`src/rtl/peripheral_mpi_packet_fifo_if.sv`:
```
// Flit handshake bundle between a NoC router output, the packet FIFO and the MPI buffer input.
// The slave view belongs to the FIFO; the master view belongs to whatever drives and drains it.
interface peripheral_mpi_packet_fifo_if #(
    parameter int NOC_FLIT_WIDTH = 32,
    parameter int DEPTH          = 16
);
    localparam int CW = $clog2(DEPTH + 1);

    logic [NOC_FLIT_WIDTH-1:0] in_flit;
    logic                      in_last;
    logic                      in_valid;
    logic                      in_ready;
    logic [NOC_FLIT_WIDTH-1:0] out_flit;
    logic                      out_last;
    logic                      out_valid;
    logic                      out_ready;
    logic [CW-1:0]             fill_level;
    logic [CW-1:0]             packet_count;

    modport slave (
        input  in_flit, in_last, in_valid, out_ready,
        output in_ready, out_flit, out_last, out_valid, fill_level, packet_count
    );

    modport master (
        output in_flit, in_last, in_valid, out_ready,
        input  in_ready, out_flit, out_last, out_valid, fill_level, packet_count
    );
endinterface

```
`src/rtl/peripheral_mpi_packet_fifo.sv`:
```
// Store-and-forward packet FIFO between a NoC router output and the MPI buffer NoC input.
// A packet is released only once its last flit is stored, unless it is too long to fit (cut-through fallback).
module peripheral_mpi_packet_fifo #(
    parameter int NOC_FLIT_WIDTH = 32,
    parameter int DEPTH          = 16
) (
    input  logic                          clk,
    input  logic                          rst,
    peripheral_mpi_packet_fifo_if.slave   bus
);
    localparam int              CW   = $clog2(DEPTH + 1);
    localparam int              AW   = $clog2(DEPTH);
    localparam logic [CW-1:0]   FULL = CW'(DEPTH);

    logic [NOC_FLIT_WIDTH:0] mem [DEPTH];
    logic [AW-1:0]           rptr, wptr;
    logic [CW-1:0]           fill_level, packet_count;
    logic                    fallback;
    logic                    full, in_ready_i, out_valid_i;
    logic                    push, pop, push_last, pop_last;
    logic [NOC_FLIT_WIDTH:0] head;

    assign full        = (fill_level == FULL);
    assign in_ready_i  = !rst && !full;
    // Fallback keeps a packet longer than DEPTH flowing once the FIFO drops below full.
    assign out_valid_i = (fill_level != '0) && ((packet_count != '0) || full || fallback);
    assign push        = bus.in_valid && in_ready_i;
    assign pop         = out_valid_i && bus.out_ready;
    assign head        = mem[rptr];
    assign push_last   = push && bus.in_last;
    assign pop_last    = pop && head[NOC_FLIT_WIDTH];

    assign bus.in_ready     = in_ready_i;
    assign bus.out_valid    = out_valid_i;
    assign bus.out_flit     = head[NOC_FLIT_WIDTH-1:0];
    assign bus.out_last     = head[NOC_FLIT_WIDTH];
    assign bus.fill_level   = fill_level;
    assign bus.packet_count = packet_count;

    // Storage is intentionally not reset; only pointers and counts qualify its contents.
    always_ff @(posedge clk) begin
        if (push) mem[wptr] <= {bus.in_last, bus.in_flit};
    end

    always_ff @(posedge clk or posedge rst) begin
        if (rst) begin
            rptr         <= '0;
            wptr         <= '0;
            fill_level   <= '0;
            packet_count <= '0;
            fallback     <= 1'b0;
        end else begin
            if (push) wptr <= wptr + AW'(1);
            if (pop)  rptr <= rptr + AW'(1);

            case ({push, pop})
                2'b10:   fill_level <= fill_level + CW'(1);
                2'b01:   fill_level <= fill_level - CW'(1);
                default: fill_level <= fill_level;
            endcase

            case ({push_last, pop_last})
                2'b10:   packet_count <= packet_count + CW'(1);
                2'b01:   packet_count <= packet_count - CW'(1);
                default: packet_count <= packet_count;
            endcase

            // Full with no complete packet means the head packet cannot fit; drain it through.
            if (pop_last)
                fallback <= 1'b0;
            else if (full && packet_count == '0)
                fallback <= 1'b1;
        end
    end
endmodule

```
`src/flat_wrapper.sv`:
```
// flat-port wrapper written by rule: the top's interface ports become plain ports
module peripheral_mpi_packet_fifo_flat 
#(
    parameter int NOC_FLIT_WIDTH = 32,
    parameter int DEPTH          = 16
)
  (clk, rst, bus_in_flit, bus_in_last, bus_in_valid, bus_out_ready, bus_in_ready, bus_out_flit, bus_out_last, bus_out_valid, bus_fill_level, bus_packet_count);
  peripheral_mpi_packet_fifo_if #(.NOC_FLIT_WIDTH(NOC_FLIT_WIDTH), .DEPTH(DEPTH)) bus_i ();
  input  logic clk;
  input  logic rst;
  input wire logic [$bits(bus_i.in_flit)-1:0] bus_in_flit;
  input wire logic [$bits(bus_i.in_last)-1:0] bus_in_last;
  input wire logic [$bits(bus_i.in_valid)-1:0] bus_in_valid;
  input wire logic [$bits(bus_i.out_ready)-1:0] bus_out_ready;
  output wire logic [$bits(bus_i.in_ready)-1:0] bus_in_ready;
  output wire logic [$bits(bus_i.out_flit)-1:0] bus_out_flit;
  output wire logic [$bits(bus_i.out_last)-1:0] bus_out_last;
  output wire logic [$bits(bus_i.out_valid)-1:0] bus_out_valid;
  output wire logic [$bits(bus_i.fill_level)-1:0] bus_fill_level;
  output wire logic [$bits(bus_i.packet_count)-1:0] bus_packet_count;
  assign bus_i.in_flit = bus_in_flit;
  assign bus_i.in_last = bus_in_last;
  assign bus_i.in_valid = bus_in_valid;
  assign bus_i.out_ready = bus_out_ready;
  assign bus_in_ready = bus_i.in_ready;
  assign bus_out_flit = bus_i.out_flit;
  assign bus_out_last = bus_i.out_last;
  assign bus_out_valid = bus_i.out_valid;
  assign bus_fill_level = bus_i.fill_level;
  assign bus_packet_count = bus_i.packet_count;
  peripheral_mpi_packet_fifo #(.NOC_FLIT_WIDTH(NOC_FLIT_WIDTH), .DEPTH(DEPTH)) u_core (.clk(clk), .rst(rst), .bus(bus_i));
endmodule
```
`config.mk`:
```
export PLATFORM = sky130hd
export DESIGN_NAME = peripheral_mpi_packet_fifo_flat
export DESIGN_NICKNAME = d
export VERILOG_FILES = /design/src/rtl/peripheral_mpi_packet_fifo_if.sv /design/src/rtl/peripheral_mpi_packet_fifo.sv /design/src/flat_wrapper.sv
export SDC_FILE = /design/constraint.sdc
export NUM_CORES = 1
export LEC_CHECK = 0
export BUFFER_PORTS_ARGS = -buffer_cell sky130_fd_sc_hd__buf_2
export CORE_MARGIN = 5
export CORE_UTILIZATION = 55
export DETAILED_ROUTE_END_ITERATION = 8
export HOLD_SLACK_MARGIN = 0.05
export PLACE_DENSITY_LB_ADDON = 0.08
export SLEW_MARGIN = 0
export SYNTH_ARGS = -nofsm -noshare
export SYNTH_HDL_FRONTEND = slang
export SYNTH_SLANG_ARGS = --single-unit
```
`constraint.sdc`:
```
create_clock -name clk -period 4.7 [get_ports clk]
set_input_delay 0 -clock clk [delete_from_list [all_inputs] [get_ports clk]]
set_output_delay 0 -clock clk [all_outputs]
set_load 0.02 [all_outputs]
```
== After elaboration in Yosys (flattened, before gate mapping) ==
Memories as Yosys holds them, arrays and structs flattened.
Index checks and enable logic that the tools add are counted.
Storage, ports and cells
  bits in registers: 19
  bits in writable memories: 528
  input bits: 37
  word-level logic and storage cells: 40
  memories kept: 1
Operators by class
  add/sub/neg operators: 6
  equality and inequality tests: 5
  mux-type cells: 6
  reductions and logical operators: 17
Memory list
  u_core.mem: depth 16, width 33, rd ports 1, clocked after memory_dff 0, write ports 1, line peripheral_mpi_packet_fifo.sv:15  | logic [NOC_FLIT_WIDTH:0] mem [DEPTH];
Operators by type and width (number)
  one-hot mux 5 bit (2 select lines): 2
  adder 5 x 1 -> 5 bit (second input constant): 2
  nonzero test 5 bit: 2
  subtractor 5 x 1 -> 5 bit (second input constant): 2
  adder 4 x 1 -> 4 bit (second input constant): 2
  logical AND 1 bit: 7
  nonzero test 2 bit: 3
  == test 5 bit (second input constant): 1
  zero test 5 bit: 1
  == test 2 x 1 -> 1 bit (second input constant): 2
  == test 2 bit (second input constant): 2
  2-to-1 mux 1 bit: 4
  zero test 1 bit: 2
  logical OR 1 bit: 2

== Depth between registers and ports, before layout ==
Gate-level depths: netlist (run 1).
  word-level depth: 8
  gate-level depth with buffers: 13
  depth with buffers taken out: 12

== Worst setup path after synthesis (run 1) ==
Ideal clock, no wire load.
  path kind: reg2reg
  from: register u_core.fill_level[0] (netlist: u_core.bus.fill_level[0])
  to: memory u_core.mem[3][0] in the netlist's numbering, enable pin
  setup time: 0.464 ns
  data arrival time: 3.845 ns
  setup slack: 0.391 ns
  cell stages (with the launch flop): 7
  clock period less this slack: 4.309 ns
  path through: dfrtp_1 nor4_1 a21oi_1 and2_1 buf_2 nand2_1 nor3_1
On the way
  word-level cells in the longest chain between the ends: 6
Ends and longest elaborated chain
  from (decl): line peripheral_mpi_packet_fifo.sv:17  | logic [CW-1:0] fill_level, packet_count;
  from (signal assigned): line peripheral_mpi_packet_fifo.sv:57  | 2'b10: fill_level <= fill_level + CW'(1);
  from (signal assigned): line peripheral_mpi_packet_fifo.sv:58  | 2'b01: fill_level <= fill_level - CW'(1);
  from (signal assigned): line peripheral_mpi_packet_fifo.sv:59  | default: fill_level <= fill_level;
  == test 5 bit: line peripheral_mpi_packet_fifo.sv:23  | assign full = (fill_level == FULL);
  zero test 1 bit: line peripheral_mpi_packet_fifo.sv:24  | assign in_ready_i = !rst && !full;
  logical AND 1 bit: line peripheral_mpi_packet_fifo.sv:24
  via bus_in_ready: line flat_wrapper.sv:15  | output wire logic [$bits(bus_i.in_ready)-1:0] bus_in_ready;
  logical AND 1 bit: line peripheral_mpi_packet_fifo.sv:27  | assign push = bus.in_valid && in_ready_i;
  2-to-1 mux 1 bit: line peripheral_mpi_packet_fifo.sv:42  | if (push) mem[wptr] <= {bus.in_last, bus.in_flit};
  2-to-1 mux 1 bit (implied by the code): line peripheral_mpi_packet_fifo.sv:42
  to (decl): line peripheral_mpi_packet_fifo.sv:15
The timed path passes the listed nets, and every way through them passes these cells.

== Worst setup path in the final report (run 1) ==
  from: register u_core.rptr[1]
  to: output bus_out_flit[0]
On the way
  word-level cells in the longest chain between the ends: 1
Ends and longest elaborated chain
  from (decl): line peripheral_mpi_packet_fifo.sv:16  | logic [AW-1:0] rptr, wptr;
  from (signal assigned): line peripheral_mpi_packet_fifo.sv:54  | if (pop) rptr <= rptr + AW'(1);
  memory (16 x 33 bit)
  to (decl): line flat_wrapper.sv:16  | output wire logic [$bits(bus_i.out_flit)-1:0] bus_out_flit;
Every way passes these cells.

==> impl_metrics.py, run 1 <==
metrics = {
    "critical_path": {
        "criticalPathCategory": "flip-flop to output pin",
        "regToRegStartpoint": "u_core.rptr[3]",
        "timing.critical_path.slowest_stage_cell": "dfrtp_4",
        "worstSetupPathDepth": 5,
        "critPathArrivalTime_ps": 3970,
        "rr_worst_depth": 12,
        "reg2reg_slack_ps": 930,
        "worstPathCellList": "buf_4 > buf_4 > mux4_2 > mux4_2 > buf_2",
        "critical_path_buf_inv_count": 3,
        "critPathRequiredTime_ps": 4700,
        "setup.worst_path.end_class": "output pin",
        "worst_setup_path_startpoint": "u_core.rptr[1]",
        "worst_setup_path_endpoint": "bus_out_flit[0]",
        "max_stage_delay_ps": 840,
        "crit-reg2reg-capture": "u_core.bus.packet_count[4]",
        "crit_path_max_fanout": 49,
        "cpLargestDelayFamily": "buffers and inverters",
        "crit_path_start_kind": "flip-flop",
    },
    "place": {
        "dpl-instance-area_um2": 22100,
        "hpwl_after_detailed_placement_um": 23500,
        "place.gp.congestion": 0.814,
        "dp_slack_ps": 1020,
        "place.port_buffers": 81,
    },
    "synth": {
        "combinational_family_with_the_most_area_after_synthesis": "multiplexers",
        "synthesis.area_um2": 21000,
        "synth.yosys.seq_area_share": 0.777,
        "synth_compound_gate_area_share": 0.00494,
        "yosys-mux-area-fraction": 0.177,
        "post_syn_nets": 915,
        "adder_cell_share_of_the_synthesized_area": 0.00965,
        "post_synth_xor_area_fraction": 0.00625,
        "synth.ff_latch_count": 547,
        "synth_simple_gate_area_share": 0.0114,
        "post_synthesis_mean_instance_area_um2": 24.3,
        "yosysWarnings": 0,
        "synth_cells": 863,
        "yosysUniqueCellTypes": 33,
    },
    "layout": {
        "post_route_cells_drive_above_1_share": 0.347,
        "most_frequent_standard_cell_in_the_layout_excluding_fill_and_tap_cells": "edfxtp_1",
        "layout-area-overhead-vs-synth_pct": 15.1,
        "n_antenna_cell": 0,
        "design.final.nets": 1072,
        "design_area_um2": 24200,
        "most-common-layout-cells": "edfxtp_1 (528), mux4_2 (164), buf_2 (81)",
    },
    "power": {
        "p_leak_uw": 0.00778,
        "p_seq_frac": 0.424,
        "total_switching_power_uw": 4180,
        "p_total_uw": 14100,
        "cellInternalPower_uw": 9940,
        "power.density_cell_area_nw_per_um2": 584,
        "comb_power_share": 0.290,
        "power.ir.vdd_worst_v": 0.000410,
        "power.share.clock": 0.287,
        "power.share.switching": 0.296,
    },
    "floorplan": {
        "top_level_ports": 82,
        "placementRows": 71,
        "die_y_um": 205,
        "die-width_um": 205,
        "initial_utilization": 0.558,
        "fp.coreArea_um2": 37700,
        "die_area_um2": 42200,
    },
    "global_routing": {
        "grt_pass1_wl_um": 65200,
        "groute.layer.met1.usage": 0.303,
        "maximum_number_of_pins_on_one_net_before_global_route_repair": 94,
        "first_global_vias": 10100,
        "number_of_antenna_violations_at_the_first_check_in_global_routing": 1,
        "overflow": 0,
        "grt.met2_usage": 0.360,
        "grt-busiest-layer": "met2",
        "grtUsageMet3": 0.0339,
        "globalRouteTotalUtil": 0.214,
    },
    "clock_tree": {
        "cts_buffers": 54,
        "cts_resized": 0,
        "clock_root_buffer_master": "clkbuf_16",
        "cts.reportedPaths.clkPinSlew_ps": 60,
        "postCtsSetupRepairBufs": 0,
        "tritoncts": "yes",
        "ctsLongestPathBuffers": 3,
        "numClockSinks": 547,
        "worst_skew_pair.late_latency_ps": 600,
        "cts.htree.levels": 2,
    },
    "detailed_routing": {
        "drt_initial_violations": 710,
        "route.detailed.drc": 0,
        "final_antenna_net_count": 0,
        "wire_per_inst_um": 28.0,
        "viasPerCell": 6.03,
        "routed_wl_um": 44000,
        "vias": 9487,
        "first_drt_pass_iteration_count": 5,
    },
    "timing": {
        "period_needed_ps": 3970,
        "hold_violations": 0,
        "rsz_0062_raised_after_global_routing": "no",
        "fin_crit_sh": 0.844,
        "achievable-frequency_mhz": 252,
        "skew_ps": 20.9,
        "finalHoldWorstSlack_ps": 123,
        "tns_ps": 0,
        "drv_slew": 0,
        "slew_headroom": 0.286,
        "final_critical_path_setup_slack_ps": 732,
        "worst_slew_pin_slew_ps": 1070,
        "finalSetupViolCount": 0,
    },
    "job": {
        "drv.max_cap_violation_count": 0,
    },
    "run_status": {
        "status": "finished clean",
    },
    "hold_path": {
        "timing.hold.worst.class": "input pin to async pin",
    },
}
-- cells in the mapped netlist --
master    count  area (um2)
nand4_1       1        6.26
or3b_2        1        8.76
xnor2_1      10        87.6
buf_1         2        7.51
xor2_1        5        43.8
edfxtp_1    528       15900
nand2b_1      3        18.8
a21o_1        3        22.5
a31oi_1       1        6.26
inv_1         8        30.0
fa_1          2        40.0
nor4_1        1        6.26
a21oi_1       6        30.0
mux4_2      164        3690
inv_2         1        3.75
nand4_2       1        12.5
nand3_2       1        10.0
nand3_1       1        5.00
buf_2        13        65.1
mux2i_1       2        20.0
nor2_1       15        56.3
buf_6         8        90.1
a211oi_1      2        15.0
mux2_2        1        11.3
nand2_1      15        56.3
ha_1         13         163
nor3_1        4        20.0
clkbuf_1     20        75.1
and2_1        2        12.5
nor2b_1       2        12.5
dfrtp_1      19         475
o21ai_0       6        30.0
or4_1         2        15.0
-- flip-flops by register name (all words and copies together), names as in the netlist --
register,cells
u_core.bus.packet_count,5
u_core.rptr,4
u_core.bus.fill_level,5
u_core.mem,528
u_core.wptr,4
u_core.fallback,1
-- layout make-up --
type                            instances  area [um2]
Sequential cell                       547       16300
Tap cell                              511         639
Clock buffer                           64        1410
Inverter                                9        33.8
Clock inverter                         35         258
Multi-Input combinational cell        264        4510
Timing Repair Buffer                  144         981
Fill cell                            2517       13500
-- repair_timing --
item	4_1_cts	5_1_grt
hold buffers	36	0
hold endpoints to repair	555	0
setup endpoints to repair	0	0
-- through the flow --
| stage | cells | utilization |
|---|---|---|
| 5_1_grt | 1574 | 0.642 |
| 4_1_cts | 1574 | 0.642 |
| 3_3_place_gp | 1439 | 0.588 |
| 3_5_place_dp | 1439 | 0.588 |
| 2_1_floorplan | 863 | - |
| 6_report | 1574 | 0.642 |
-- worst register-to-register path, stage by stage, from the launching register on --
cell      delay, ps
dfrtp_2         820
mux4_2          350
nor2b_1         130
a211oi_1         80
a211oi_1        410
ha_1            310
inv_1           120
fa_1            430
nor2b_1         150
o21ai_0         130
nand3_1         110
or3b_2          460
xnor2_1         140
-- power by group through the flow --
stage	sequential (uW)	combinational [uW]	clock (uW)
after global routing	6020	4400	4330
after CTS	5990	4180	4120
after floorplan	5920	3140	0
after global placement	6050	4040	0
after detailed placement	6080	4150	0
final	5980	4090	4050
-- routing by layer --
layer  routed length [um]  up-vias  part of all wire
li1                     -     3998                 -
met1                18100     5153              0.41
met2                22700      282              0.52
met3                 2360       52             0.054
met4                  746        2             0.017
met5                   13        -           0.00030
-- how the worst min path moves through the flow --
stage               startpoint                    endpoint  slack (ps)  cells past startpoint
finish                     rst  u_core.bus.packet_count[4]         120                      3
global route               rst    u_core.bus.fill_level[4]         180                      3
CTS                        rst    u_core.bus.fill_level[4]         110                      3
detailed placement         rst    u_core.bus.fill_level[4]         180                      2
global placement           rst    u_core.bus.fill_level[4]         150                      2
floorplan                  rst    u_core.bus.fill_level[0]         -50                      1
-- cells by family after synthesis --
group | Yosys count
DFF | 547
AOI/OAI and AO/OA | 18
buffers and inverters | 52
muxes | 167
adders and majority gates | 15
and+or+nand+nor | 49
xor gates and xnor gates | 15
Note: power is estimated with default switching activity, not from simulation.
==> run 2, diff against run 1 <==
==> constraint.sdc (replaced) <==
create_clock -name clk -period 3.8 [get_ports clk]
set_input_delay 0 -clock clk [delete_from_list [all_inputs] [get_ports clk]]
set_output_delay 0 -clock clk [all_outputs]
set_load 0.02 [all_outputs]
==> impl_metrics.py, run 2 (synthesis gave the netlist of run 1 again) <==
metrics = {
    "detailed_routing": {
        "drt_initial_violations": 638,
        "vias": 9365,
        "wire_per_inst_um": 26.6,
        "route.detailed.drc": 0,
        "final_antenna_net_count": 0,
        "first_drt_pass_iteration_count": 4,
        "viasPerCell": 5.93,
        "routed_wl_um": 41900,
    },
    "power": {
        "power.ir.vdd_worst_v": 0.000506,
        "power.density_cell_area_nw_per_um2": 718,
        "p_leak_uw": 0.00786,
    },
    "place": {
        "dp_slack_ps": 254,
        "place.gp.congestion": 0.804,
        "hpwl_after_detailed_placement_um": 22800,
        "place.port_buffers": 81,
        "post-place-cells": 1446,
    },
    "critical_path": {
        "timing.critical_path.slowest_stage_cell": "or4_1",
        "crit_path_start_kind": "flip-flop",
        "criticalPathCategory": "flip-flop to flip-flop",
        "cpLargestDelayFamily": "simple AND/OR/NAND/NOR gates",
        "critical_path_buf_inv_count": 0,
        "setup.worst_path.end_class": "flip-flop",
        "max_stage_delay_ps": 570,
        "worstPathCellList": "or4_1 > or4_1 > nand3_2 > a211oi_1 > ha_1 > ha_1 > nor2b_1 > o21ai_0 > a21oi_1 > or3b_2 > xnor2_1",
        "crit_path_max_fanout": 4,
        "critPathRequiredTime_ps": 4270,
        "critPathArrivalTime_ps": 3990,
    },
    "global_routing": {
        "overflow": 0,
        "grt_pass1_wl_um": 63300,
        "first_global_vias": 10100,
        "globalRouteTotalUtil": 0.208,
        "groute.layer.met1.usage": 0.282,
        "grt.met2_usage": 0.358,
        "grt-busiest-layer": "met2",
        "number_of_antenna_violations_at_the_first_check_in_global_routing": 2,
        "maximum_number_of_pins_on_one_net_before_global_route_repair": 90,
        "grtUsageMet3": 0.0342,
    },
    "layout": {
        "design.final.nets": 1079,
        "final-instance-count-excl-fill": 1578,
        "n_antenna_cell": 0,
        "most-common-layout-cells": "edfxtp_1 (528), mux4_2 (164), buf_2 (81)",
        "largest_registers": "u_core.mem x528, u_core.bus.fill_level x5, u_core.bus.packet_count x5",
        "max_flop_register": "u_core.mem",
        "post_route_cells_drive_above_1_share": 0.352,
        "most_frequent_standard_cell_in_the_layout_excluding_fill_and_tap_cells": "edfxtp_1",
        "largest_reg_flops": 528,
        "layout-area-overhead-vs-synth_pct": 16.0,
    },
    "floorplan": {
        "die_y_um": 205,
        "top_level_ports": 82,
        "fp.coreArea_um2": 37700,
        "die_area_um2": 42200,
        "die-width_um": 205,
        "placementRows": 71,
        "initial_utilization": 0.558,
    },
    "hold_path": {
        "timing.hold.worst.class": "input pin to async pin",
    },
    "clock_tree": {
        "cts.htree.levels": 2,
        "numClockSinks": 547,
        "tritoncts": "yes",
        "postCtsSetupRepairBufs": 0,
        "ctsLongestPathBuffers": 3,
        "worst_skew_pair.late_latency_ps": 580,
        "cts_buffers": 54,
        "cts.reportedPaths.clkPinSlew_ps": 60,
        "clock_root_buffer_master": "clkbuf_16",
    },
    "run_status": {
        "status": "finished clean",
    },
    "timing": {
        "skew_ps": 6.69,
        "drv_slew": 0,
        "rsz_0062_raised_after_global_routing": "no",
        "tns_ps": 0,
        "period_needed_ps": 3520,
        "finalSetupViolCount": 0,
        "worst_slew_pin_slew_ps": 1250,
        "achievable-frequency_mhz": 284,
        "slew_headroom": 0.169,
        "hold_violations": 0,
        "fin_crit_sh": 0.927,
        "final_critical_path_setup_slack_ps": 276,
    },
    "job": {
        "drv.max_cap_violation_count": 0,
    },
}
## run 2: cell types whose count changed in the layout (fill, tap and decap cells not counted), moves of 2 or more
cell / before / now
clkinv_1: 18 / 12
clkinvlp_4: 3 / 1
nor3_4: 0 / 4
nor3_2: 4 / 0
clkbuf_1: 9 / 13
bufinv_16: 3 / 5
buf_12: 1 / 9
## run 2: worst paths after layout
path | endpoint | start | slack (ps) | cells past startpoint
worst min-delay path | u_core.bus.fill_level[1] | rst | 120 | 3
worst min register to register | u_core.bus.packet_count[4] | u_core.bus.packet_count[4] | 490 | 1
min in group clk | u_core.rptr[0] | bus_out_ready | 280 | 4
max in group asynchronous | u_core.rptr[1] | rst | 3130 | 3
worst max register to register | u_core.bus.packet_count[4] | u_core.bus.packet_count[1] | 280 | 11
worst max-delay path | u_core.bus.packet_count[4] | u_core.bus.packet_count[1] | 280 | 11
## run 2: layout make-up
| class | instances | area, um2 |
|---|---|---|
| flip-flops and latches | 547 | 16300 |
| well taps | 511 | 639 |
| fillers | 2524 | 13300 |
| inverters | 9 | 33.8 |
| clock buffers | 68 | 1430 |
| repair buffers | 151 | 1130 |
| clock inverters | 28 | 256 |
| multi-input cells | 264 | 4540 |
## run 2: metrics by stage
stage	hold WS [ps]	utilization	total power (uW)	instance area (um2)
2_1_floorplan	-48.9	-	11200	21000
3_3_place_gp	158	0.593	12500	22300
3_5_place_dp	187	0.593	12700	22300
4_1_cts	107	0.647	17800	24400
5_1_grt	183	0.647	18300	24400
6_report	115	0.647	17500	24400
## run 2: routing by layer
metal,routed length [um],vias to the layer above
met5,14,-
met4,792,4
met3,1970,60
met2,22200,257
met1,16900,5037
li1,-,4007
## run 2: report_power, final
| part | total (uW) | switching [uW] | internal (uW) |
|---|---|---|---|
| clock | 5030 | 2060 | 2970 |
| sequential | 7260 | 240 | 7020 |
| combinational | 5200 | 2730 | 2470 |
## run 2: what timing repair did
item,4_1_cts,5_1_grt
endpoints found under the setup margin,0,1
hold endpoints to repair,555,0
hold buffers,36,0
resized for setup,0,1
## run 2: worst reg2reg max path: stages (launching register included)
cell and delay (ps):
dfrtp_1 410, or4_1 570, or4_1 450, nand3_2 140, a211oi_1 80, ha_1 270, ha_1 340, nor2b_1 160
o21ai_0 270, a21oi_1 120, or3b_2 470, xnor2_1 140
